$ cat src/rtl/alu_issue_if.sv
// ---------------------------------------------------------------------------
// alu_issue_if
// Bundles every signal of the ID/EX issue stage apart from clock and reset.
//   master : the surrounding pipeline, which drives the decoded ID fields,
//            the stall/flush controls and the EX/MEM and MEM/WB forwarding
//            taps, and receives the ALU operands and EX-stage control.
//   slave  : alu_issue_stage itself.
// Ports carried:
//   id_*            decoded instruction from ID (operands, register numbers,
//                   alu_src, alu_op, funct, mem_read, reg_write, valid)
//   stall, flush    pipeline freeze / bubble insertion
//   exmem_*, memwb_* forwarding sources (write enable, rd, value)
//   data1, data2,
//   ALUControl      ALU operands and operation select
//   ex_*            EX-stage control passed on to EX/MEM, plus store data
//   hazard_stall    load-use hazard, upstream must hold PC and IF/ID
// ---------------------------------------------------------------------------
interface alu_issue_if #(
   parameter int WIDTH = 32,
   parameter int RA_W  = 5
);
   logic                    id_valid;
   logic signed [WIDTH-1:0] id_rs_data;
   logic signed [WIDTH-1:0] id_rt_data;
   logic signed [WIDTH-1:0] id_imm;
   logic [RA_W-1:0]         id_rs;
   logic [RA_W-1:0]         id_rt;
   logic [RA_W-1:0]         id_rd;
   logic                    id_alu_src;
   logic [1:0]              id_alu_op;
   logic [5:0]              id_funct;
   logic                    id_mem_read;
   logic                    id_reg_write;
   logic                    stall;
   logic                    flush;
   logic                    exmem_reg_write;
   logic [RA_W-1:0]         exmem_rd;
   logic signed [WIDTH-1:0] exmem_result;
   logic                    memwb_reg_write;
   logic [RA_W-1:0]         memwb_rd;
   logic signed [WIDTH-1:0] memwb_result;

   logic signed [WIDTH-1:0] data1;
   logic signed [WIDTH-1:0] data2;
   logic [3:0]              ALUControl;
   logic                    ex_valid;
   logic [RA_W-1:0]         ex_rd;
   logic                    ex_mem_read;
   logic                    ex_reg_write;
   logic signed [WIDTH-1:0] ex_store_data;
   logic                    hazard_stall;

   modport master (
      output id_valid, id_rs_data, id_rt_data, id_imm, id_rs, id_rt, id_rd,
             id_alu_src, id_alu_op, id_funct, id_mem_read, id_reg_write,
             stall, flush,
             exmem_reg_write, exmem_rd, exmem_result,
             memwb_reg_write, memwb_rd, memwb_result,
      input  data1, data2, ALUControl, ex_valid, ex_rd, ex_mem_read,
             ex_reg_write, ex_store_data, hazard_stall
   );

   modport slave (
      input  id_valid, id_rs_data, id_rt_data, id_imm, id_rs, id_rt, id_rd,
             id_alu_src, id_alu_op, id_funct, id_mem_read, id_reg_write,
             stall, flush,
             exmem_reg_write, exmem_rd, exmem_result,
             memwb_reg_write, memwb_rd, memwb_result,
      output data1, data2, ALUControl, ex_valid, ex_rd, ex_mem_read,
             ex_reg_write, ex_store_data, hazard_stall
   );
endinterface

$ cat src/rtl/alu_issue_stage.sv
// ---------------------------------------------------------------------------
// alu_issue_stage
// ID/EX pipeline register in front of the 32-bit ALU. Captures the decoded
// instruction, forwards operands from EX/MEM and MEM/WB, decodes
// alu_op/funct into ALUControl and detects load-use hazards.
// Ports:
//   clk    rising-edge clock
//   reset  asynchronous, active-high; clears every register
//   ifc    alu_issue_if.slave; ID inputs, stall/flush, forwarding taps,
//          ALU operands/control, EX-stage control, hazard_stall
// ---------------------------------------------------------------------------
module alu_issue_stage #(
   parameter int WIDTH = 32,
   parameter int RA_W  = 5
) (
   input  logic        clk,
   input  logic        reset,
   alu_issue_if.slave  ifc
);
   localparam logic [3:0] ALU_ADD = 4'b0010;
   localparam logic [3:0] ALU_SUB = 4'b0110;
   localparam logic [3:0] ALU_BAD = 4'b1111;

   logic                    vld_p0;
   logic                    mem_read_p0;
   logic                    reg_write_p0;
   logic                    alu_src_p0;
   logic [RA_W-1:0]         rs_p0;
   logic [RA_W-1:0]         rt_p0;
   logic [RA_W-1:0]         rd_p0;
   logic [1:0]              alu_op_p0;
   logic [5:0]              funct_p0;
   logic signed [WIDTH-1:0] rs_data_p0;
   logic signed [WIDTH-1:0] rt_data_p0;
   logic signed [WIDTH-1:0] imm_p0;

   logic                    hazard;
   logic signed [WIDTH-1:0] fwd_rs;
   logic signed [WIDTH-1:0] fwd_rt;

   // The younger producer (EX/MEM) has the newer value, so it wins.
   function automatic logic signed [WIDTH-1:0] forward_operand(
      input logic [RA_W-1:0]         src,
      input logic signed [WIDTH-1:0] reg_val,
      input logic                    em_we,
      input logic [RA_W-1:0]         em_rd,
      input logic signed [WIDTH-1:0] em_val,
      input logic                    mw_we,
      input logic [RA_W-1:0]         mw_rd,
      input logic signed [WIDTH-1:0] mw_val
   );
      logic signed [WIDTH-1:0] res;
      res = reg_val;
      if (em_we && (em_rd != '0) && (em_rd == src))
         res = em_val;
      else if (mw_we && (mw_rd != '0) && (mw_rd == src))
         res = mw_val;
      return res;
   endfunction

   // Only ADD and SUB exist downstream; everything else is flagged 1111.
   function automatic logic [3:0] alu_decode(
      input logic [1:0] op,
      input logic [5:0] funct
   );
      logic [3:0] ctl;
      ctl = ALU_BAD;
      case (op)
         2'b00: ctl = ALU_ADD;
         2'b01: ctl = ALU_SUB;
         2'b10: begin
            case (funct)
               6'b100000, 6'b100001: ctl = ALU_ADD;
               6'b100010, 6'b100011: ctl = ALU_SUB;
               default:              ctl = ALU_BAD;
            endcase
         end
         default: ctl = ALU_BAD;
      endcase
      return ctl;
   endfunction

   // Load in EX whose destination is read by the instruction now in ID.
   assign hazard = vld_p0 & mem_read_p0 & (rd_p0 != '0) & ifc.id_valid &
                   ((rd_p0 == ifc.id_rs) | (rd_p0 == ifc.id_rt));

   // ---- ID -> EX boundary ----
   always_ff @(posedge clk or posedge reset) begin
      if (reset) begin
         vld_p0       <= 1'b0;
         mem_read_p0  <= 1'b0;
         reg_write_p0 <= 1'b0;
         alu_src_p0   <= 1'b0;
         rs_p0        <= '0;
         rt_p0        <= '0;
         rd_p0        <= '0;
         alu_op_p0    <= 2'b00;
         funct_p0     <= 6'b0;
         rs_data_p0   <= '0;
         rt_data_p0   <= '0;
         imm_p0       <= '0;
      end else if (ifc.flush || (!ifc.stall && hazard)) begin
         // Bubble: only the control bits matter, data fields are left as-is.
         vld_p0       <= 1'b0;
         mem_read_p0  <= 1'b0;
         reg_write_p0 <= 1'b0;
      end else if (!ifc.stall) begin
         vld_p0       <= ifc.id_valid;
         mem_read_p0  <= ifc.id_mem_read & ifc.id_valid;
         reg_write_p0 <= ifc.id_reg_write & ifc.id_valid;
         alu_src_p0   <= ifc.id_alu_src;
         rs_p0        <= ifc.id_rs;
         rt_p0        <= ifc.id_rt;
         rd_p0        <= ifc.id_rd;
         alu_op_p0    <= ifc.id_alu_op;
         funct_p0     <= ifc.id_funct;
         rs_data_p0   <= ifc.id_rs_data;
         rt_data_p0   <= ifc.id_rt_data;
         imm_p0       <= ifc.id_imm;
      end
   end

   // ---- EX operand selection (combinational) ----
   assign fwd_rs = forward_operand(rs_p0, rs_data_p0,
                                   ifc.exmem_reg_write, ifc.exmem_rd, ifc.exmem_result,
                                   ifc.memwb_reg_write, ifc.memwb_rd, ifc.memwb_result);
   assign fwd_rt = forward_operand(rt_p0, rt_data_p0,
                                   ifc.exmem_reg_write, ifc.exmem_rd, ifc.exmem_result,
                                   ifc.memwb_reg_write, ifc.memwb_rd, ifc.memwb_result);

   assign ifc.data1         = fwd_rs;
   assign ifc.data2         = alu_src_p0 ? imm_p0 : fwd_rt;
   assign ifc.ex_store_data = fwd_rt;
   assign ifc.ALUControl    = alu_decode(alu_op_p0, funct_p0);
   assign ifc.ex_valid      = vld_p0;
   assign ifc.ex_rd         = rd_p0;
   assign ifc.ex_mem_read   = mem_read_p0;
   assign ifc.ex_reg_write  = reg_write_p0;
   assign ifc.hazard_stall  = hazard;

endmodule

$ cat src/flat_wrapper.sv
// flat-port wrapper written by rule: the top's interface ports become plain ports
module alu_issue_stage_flat 
#(
   parameter int WIDTH = 32,
   parameter int RA_W  = 5
)
  (clk, reset, ifc_id_valid, ifc_id_rs_data, ifc_id_rt_data, ifc_id_imm, ifc_id_rs, ifc_id_rt, ifc_id_rd, ifc_id_alu_src, ifc_id_alu_op, ifc_id_funct, ifc_id_mem_read, ifc_id_reg_write, ifc_stall, ifc_flush, ifc_exmem_reg_write, ifc_exmem_rd, ifc_exmem_result, ifc_memwb_reg_write, ifc_memwb_rd, ifc_memwb_result, ifc_data1, ifc_data2, ifc_ALUControl, ifc_ex_valid, ifc_ex_rd, ifc_ex_mem_read, ifc_ex_reg_write, ifc_ex_store_data, ifc_hazard_stall);
  alu_issue_if #(.WIDTH(WIDTH), .RA_W(RA_W)) ifc_i ();
  input  logic clk;
  input  logic reset;
  input wire logic [$bits(ifc_i.id_valid)-1:0] ifc_id_valid;
  input wire logic [$bits(ifc_i.id_rs_data)-1:0] ifc_id_rs_data;
  input wire logic [$bits(ifc_i.id_rt_data)-1:0] ifc_id_rt_data;
  input wire logic [$bits(ifc_i.id_imm)-1:0] ifc_id_imm;
  input wire logic [$bits(ifc_i.id_rs)-1:0] ifc_id_rs;
  input wire logic [$bits(ifc_i.id_rt)-1:0] ifc_id_rt;
  input wire logic [$bits(ifc_i.id_rd)-1:0] ifc_id_rd;
  input wire logic [$bits(ifc_i.id_alu_src)-1:0] ifc_id_alu_src;
  input wire logic [$bits(ifc_i.id_alu_op)-1:0] ifc_id_alu_op;
  input wire logic [$bits(ifc_i.id_funct)-1:0] ifc_id_funct;
  input wire logic [$bits(ifc_i.id_mem_read)-1:0] ifc_id_mem_read;
  input wire logic [$bits(ifc_i.id_reg_write)-1:0] ifc_id_reg_write;
  input wire logic [$bits(ifc_i.stall)-1:0] ifc_stall;
  input wire logic [$bits(ifc_i.flush)-1:0] ifc_flush;
  input wire logic [$bits(ifc_i.exmem_reg_write)-1:0] ifc_exmem_reg_write;
  input wire logic [$bits(ifc_i.exmem_rd)-1:0] ifc_exmem_rd;
  input wire logic [$bits(ifc_i.exmem_result)-1:0] ifc_exmem_result;
  input wire logic [$bits(ifc_i.memwb_reg_write)-1:0] ifc_memwb_reg_write;
  input wire logic [$bits(ifc_i.memwb_rd)-1:0] ifc_memwb_rd;
  input wire logic [$bits(ifc_i.memwb_result)-1:0] ifc_memwb_result;
  output wire logic [$bits(ifc_i.data1)-1:0] ifc_data1;
  output wire logic [$bits(ifc_i.data2)-1:0] ifc_data2;
  output wire logic [$bits(ifc_i.ALUControl)-1:0] ifc_ALUControl;
  output wire logic [$bits(ifc_i.ex_valid)-1:0] ifc_ex_valid;
  output wire logic [$bits(ifc_i.ex_rd)-1:0] ifc_ex_rd;
  output wire logic [$bits(ifc_i.ex_mem_read)-1:0] ifc_ex_mem_read;
  output wire logic [$bits(ifc_i.ex_reg_write)-1:0] ifc_ex_reg_write;
  output wire logic [$bits(ifc_i.ex_store_data)-1:0] ifc_ex_store_data;
  output wire logic [$bits(ifc_i.hazard_stall)-1:0] ifc_hazard_stall;
  assign ifc_i.id_valid = ifc_id_valid;
  assign ifc_i.id_rs_data = ifc_id_rs_data;
  assign ifc_i.id_rt_data = ifc_id_rt_data;
  assign ifc_i.id_imm = ifc_id_imm;
  assign ifc_i.id_rs = ifc_id_rs;
  assign ifc_i.id_rt = ifc_id_rt;
  assign ifc_i.id_rd = ifc_id_rd;
  assign ifc_i.id_alu_src = ifc_id_alu_src;
  assign ifc_i.id_alu_op = ifc_id_alu_op;
  assign ifc_i.id_funct = ifc_id_funct;
  assign ifc_i.id_mem_read = ifc_id_mem_read;
  assign ifc_i.id_reg_write = ifc_id_reg_write;
  assign ifc_i.stall = ifc_stall;
  assign ifc_i.flush = ifc_flush;
  assign ifc_i.exmem_reg_write = ifc_exmem_reg_write;
  assign ifc_i.exmem_rd = ifc_exmem_rd;
  assign ifc_i.exmem_result = ifc_exmem_result;
  assign ifc_i.memwb_reg_write = ifc_memwb_reg_write;
  assign ifc_i.memwb_rd = ifc_memwb_rd;
  assign ifc_i.memwb_result = ifc_memwb_result;
  assign ifc_data1 = ifc_i.data1;
  assign ifc_data2 = ifc_i.data2;
  assign ifc_ALUControl = ifc_i.ALUControl;
  assign ifc_ex_valid = ifc_i.ex_valid;
  assign ifc_ex_rd = ifc_i.ex_rd;
  assign ifc_ex_mem_read = ifc_i.ex_mem_read;
  assign ifc_ex_reg_write = ifc_i.ex_reg_write;
  assign ifc_ex_store_data = ifc_i.ex_store_data;
  assign ifc_hazard_stall = ifc_i.hazard_stall;
  alu_issue_stage #(.WIDTH(WIDTH), .RA_W(RA_W)) u_core (.clk(clk), .reset(reset), .ifc(ifc_i));
endmodule
$ cat config.mk
export PLATFORM = sky130hd
export DESIGN_NAME = alu_issue_stage_flat
export DESIGN_NICKNAME = d
export VERILOG_FILES = /design/src/rtl/alu_issue_if.sv /design/src/rtl/alu_issue_stage.sv /design/src/flat_wrapper.sv
export SDC_FILE = /design/constraint.sdc
export NUM_CORES = 1
export LEC_CHECK = 0
export CELL_PAD_IN_SITES_DETAIL_PLACEMENT = 1
export CELL_PAD_IN_SITES_GLOBAL_PLACEMENT = 1
export CORE_ASPECT_RATIO = 0.5
export CORE_MARGIN = 2
export CORE_UTILIZATION = 31
export CTS_CLUSTER_DIAMETER = 60
export DETAILED_ROUTE_END_ITERATION = 12
export PLACE_DENSITY = 0.86
export SYNTH_ARGS = -nofsm -noshare
export SYNTH_HDL_FRONTEND = slang
export SYNTH_SLANG_ARGS = --single-unit
$ cat constraint.sdc
create_clock -name clk -period 6.24 [get_ports clk]
set_input_delay 1.56 -clock clk [delete_from_list [all_inputs] [get_ports clk]]
set_output_delay 1.56 -clock clk [all_outputs]
set_load 0.05 [all_outputs]
Yosys cells after proc, flatten, opt, wreduce, memory -nomap -nowiden --
Index checks and enable logic that the tools add are counted.
Word-level totals: bits of input ports 203, logic and storage cells 63, bits in registers 123
Cells by class: reduce and logical (&&, ||, !) cells 16, equality and inequality tests 13, mux-type cells 13, bitwise operators 9
Operators with widths (number):
- $mux W32 | 5
- $eq A5 B5 Y1 | 6
- $eq A6 B6 Y1 const B | 4
- $reduce_bool A5 Y1 | 3
- $pmux W4 S3 | 1
- $pmux W4 S2 | 1
- $logic_and A1 B1 Y1 | 7
- $and A1 B1 Y1 | 6
- $mux W1 | 6
- $reduce_or A2 Y1 | 2
- $eq A2 B1 Y1 const B | 1
- $eq A2 B2 Y1 const B | 1
- $logic_not A2 Y1 | 1
- $ne A2 B1 Y1 const B | 1
- $not A1 Y1 | 2
- $reduce_and A2 Y1 | 1
- $logic_not A1 Y1 | 1
- $logic_or A1 B1 Y1 | 1
- $or A1 B1 Y1 | 1

Longest topological paths before layout --
depth in word-level cells 8, depth in mapped cells 7, gate-level depth less buffers 5

Least setup slack after synthesis --
Ideal clock, no wire load.
kind input -> output, from input port ifc_memwb_rd[4], to output port ifc_data2[10], stages 7, path slack 0.635 ns, data arrival time 4.045 ns, data required time 4.680 ns, cell sequence or4_1 o21a_1 and3_1 buf_6 buf_6 mux2i_1 a221oi_1
Between the ends: word-level cells in the longest chain between the ends 6, elaborated cells between the ends (all ways) 7, classes of those cells eq/ne: 1; mux: 3; reduce/logical: 3
Ends and longest elaborated chain:
- from (decl) | line flat_wrapper.sv:29 | input wire logic [$bits(ifc_i.memwb_rd)-1:0] ifc_memwb_rd;
- $reduce_bool A5 Y1 | line alu_issue_stage.sv:56 | else if (mw_we && (mw_rd != '0) && (mw_rd == src))
- $logic_and A1 B1 Y1 | line alu_issue_stage.sv:56
- $logic_and A1 B1 Y1 (*) | line alu_issue_stage.sv:56
- $mux W32 (*) | line alu_issue_stage.sv:56
- $mux W32 (*) | line alu_issue_stage.sv:54 | if (em_we && (em_rd != '0) && (em_rd == src))
- $mux W32 (*) | line alu_issue_stage.sv:132 | assign ifc.data2 = alu_src_p0 ? imm_p0 : fwd_rt;
- to (decl) | line flat_wrapper.sv:32 | output wire logic [$bits(ifc_i.data2)-1:0] ifc_data2;
Every way passes the cells marked *; elsewhere a longest branch is shown, timed or not.

Worst setup path after layout --
from input port ifc_memwb_rd[3], to output port ifc_data1[19]
Between the ends: word-level cells in the longest chain between the ends 5, elaborated cells between the ends (all ways) 6, classes of those cells eq/ne: 1; mux: 2; reduce/logical: 3
Ends and longest elaborated chain:
- $reduce_bool A5 Y1 | line alu_issue_stage.sv:56
- $logic_and A1 B1 Y1 | line alu_issue_stage.sv:56
- $logic_and A1 B1 Y1 (*) | line alu_issue_stage.sv:56
- $mux W32 (*) | line alu_issue_stage.sv:56
- $mux W32 (*) | line alu_issue_stage.sv:54
- to (decl) | line flat_wrapper.sv:31 | output wire logic [$bits(ifc_i.data1)-1:0] ifc_data1;
Marked as above.

==> flow_metrics.py <==
metrics = {
    "timing": {
        "tightestPinTransition_ns": 0.783,
        "final-hold-violation-count": 0,
        "setup_viol": 0,
        "finalCritPeriodShare_pct": 96.2,
        "drv_slew": 0,
        "rsz0062_at_grt": "no",
        "setup_tns_ns": 0,
        "fin_worst_skew_ns": 0.00825,
        "period_needed_ns": 6.00,
        "relSlewSlack_pct": 47.8,
        "fmax_mhz": 167,
    },
    "critical_path": {
        "crit_path_end_kind": "output pin",
        "crit_path_start_kind": "input port",
        "crit_type": "in2out",
        "cpMaxStageDelayCell": "and4_2",
        "critPathArrivalTime_ns": 4.44,
        "path_delay_family": "buffers and inverters",
        "crit_chain": "clkdlybuf4s50_1 > xor2_1 > nor3_1 > and4_2 > buf_4 > mux2i_1 > o21ai_0 > buf_12",
        "crit_buf_inv": 3,
        "critPathMaxStageDelay_ns": 0.64,
        "crit_fanout": 19,
        "cp.required_ns": 4.68,
    },
    "cells_and_area": {
        "instances_no_fill": 1288,
        "fin_nets": 1176,
        "seq_area_sq_um": 3050,
        "fin_area_sq_um": 11500,
        "multiInputGateArea_sq_um": 3500,
        "drive_above_1_share_pct": 16.3,
        "area_delta_synth_final_pct": 63.9,
        "fillers": 2353,
        "utilization_pct": 52.3,
    },
    "cts": {
        "clk_pin_slew_ns": 0.05,
        "post_cts.repair.setup_buffers": 0,
        "clockRootBuffer": "clkbuf_16",
        "htreeDepth": 4,
        "ctsHoldBuffers": 0,
        "cts.sinks": 122,
        "clock_path_buffers": 2,
        "cts.repair.resized": 0,
        "clk_latency_ns": 0.43,
        "cts_buffers": 17,
        "cts_tree": "done",
    },
    "synthesis": {
        "synthesis.area_sq_um": 7000,
        "synthFlopType": "dfrtp_1",
        "yosysSeqAreaShare_pct": 43.6,
        "synth_top_area_cell": "dfrtp_1",
        "yosysWarnings": 0,
        "synthTopCellsByArea": "dfrtp_1 44%, mux2_1 11%, mux2i_1 9.2%",
        "synth.net_count": 891,
        "netlist_instances": 688,
        "ys_seq_elements": 122,
        "async_reset_ff_share_pct": 100,
        "avgSynthCellArea_sq_um": 10.2,
        "synth_top_area_share_pct": 43.6,
        "synth.most_common_cell": "dfrtp_1",
        "netlist_top_cells_count": "122 x dfrtp_1, 70 x mux2_1, 64 x mux2i_1, 64 x nand2_1",
        "synth-edff-count": 0,
        "synth.distinct_cells": 34,
    },
    "place": {
        "placed_cell_area_sq_um": 10900,
        "dpl.hpwl_um": 21300,
        "dp.cells": 1254,
        "gp_congestion": 0.859,
        "io_buffers": 309,
    },
    "detailed_routing": {
        "drc": 0,
        "routedWlPerCell_um": 22.6,
        "first_iter_violations": 297,
        "first_pass_iters": 4,
        "wl_um": 29100,
        "vias_per_cell": 5.19,
        "vias": 6681,
        "ant_nets": 0,
    },
    "pwr": {
        "switching_share_pct": 37.5,
        "power.density_nw_per_um2": 308,
        "finalPower_mw": 3.54,
        "vdd_drop_max_v": 0.000169,
        "clockPowerShare_pct": 28.4,
        "p_int_mw": 2.21,
        "p_leak_nw": 4.65,
        "switchingPower_mw": 1.33,
        "p_seq_share_pct": 27.5,
        "power_frac_comb_pct": 44.1,
    },
    "floorplan": {
        "io_pins": 312,
        "initial_core_util_pct": 31.9,
        "die_y_um": 110,
        "die_area_sq_um": 23900,
        "fp-row-count": 38,
        "die_w_um": 216,
        "core-area_sq_um": 21900,
    },
    "hold_path": {
        "hold_path_class": "reg2reg",
    },
    "run_status": {
        "status": "finished clean",
    },
    "global_route": {
        "gr-total-overflow": 0,
        "first_global_vias": 7514,
        "grt_pass1_wl_um": 42900,
        "grt_max_degree": 67,
        "antenna_found_initial": 2,
        "grt_use_total_pct": 24.0,
    },
    "run": {
        "maxCapViolations": 0,
    },
}
==> routing by layer <==
layer / vias to the layer above / wire (um) / GRT usage [%]
met1: 3363 / 11700 / 27.3
met4: 0 / 1560 / 14.6
met3: 90 / 905 / 4.39
li1: 3040 / - / -
met2: 188 / 15000 / 42.9
met5: - / 0 / 0
==> through the flow <==
stage                     worst slack, ns  hold WS (ns)
after floorplan                     0.635         0.449
after global placement              0.357         0.461
after detailed placement            0.259         0.474
after CTS                           0.276         0.487
after global routing                0.113         0.506
final                               0.236         0.482
==> state kept, by name, summed over array words and instances, names as in the netlist <==
register	flops
u_core.funct_p0	5
u_core.rs_data_p0	32
u_core.rt_p0	5
u_core.imm_p0	32
u_core.ifc.ex_valid	1
u_core.ifc.ex_rd	5
u_core.alu_op_p0	2
u_core.alu_src_p0	1
u_core.ifc.ex_reg_write	1
u_core.rs_p0	5
u_core.ifc.ex_mem_read	1
u_core.rt_data_p0	32
==> layout by cell type (no fill, tap or decap), drive strengths merged, types with 25 or more instances in the layout <==
master and n:
nor2 38, a21oi 32, inv 35, mux2i 64, dfrtp 122, clkbuf 25
buf 104, o21ai 33, nor3 38, mux2 87, a221oi 32, o22ai 32
xor2 26, nand2 64, clkdlybuf4s50 218
==> worst paths after layout <==
path / from / end / slack, ns / depth (start not counted)
min in group asynchronous: reset / u_core.rs_data_p0[8] / 1.61 / 2
max in group asynchronous: reset / u_core.alu_src_p0 / 3.72 / 3
max reg2reg: u_core.ifc.ex_rd[0] / u_core.rt_data_p0[7] / 3.18 / 5
max: ifc_memwb_rd[3] / ifc_data1[19] / 0.24 / 8
min reg2reg: u_core.rs_data_p0[27] / u_core.rs_data_p0[27] / 0.48 / 1
min: u_core.rs_data_p0[27] / u_core.rs_data_p0[27] / 0.48 / 1
==> cell families after synthesis <==
group / after synthesis / synth area share (%)
XOR/XNOR: 30 / 3.76
flip-flops: 122 / 43.6
buffers and inverters: 91 / 6.96
AO/OA/AOI/OAI: 139 / 12.7
AND/OR/NAND/NOR: 154 / 9.71
multiplexers: 151 / 23.2
other: 1 / 0.0536
==> cell type report <==
class / count / share of cell area [%]
clock buffers: 25 / 4.41
well taps: 300 / 3.27
repair buffers: 322 / 33.2
diodes: 2 / 0.0436
clock inverters: 7 / 0.764
flip-flops and latches: 122 / 26.6
inverters: 35 / 1.17
multi-input cells: 475 / 30.6
==> power by group through the flow <==
stage	Clock (mW)	Combinational (mW)	Sequential, mW
floorplan	0	0.807	0.979
global placement	0	1.53	0.973
detailed placement	0	1.56	0.985
CTS	1.02	1.57	0.971
global route	1.06	1.63	0.985
finish	1.00	1.56	0.974
(Power assumes the default switching activity.)
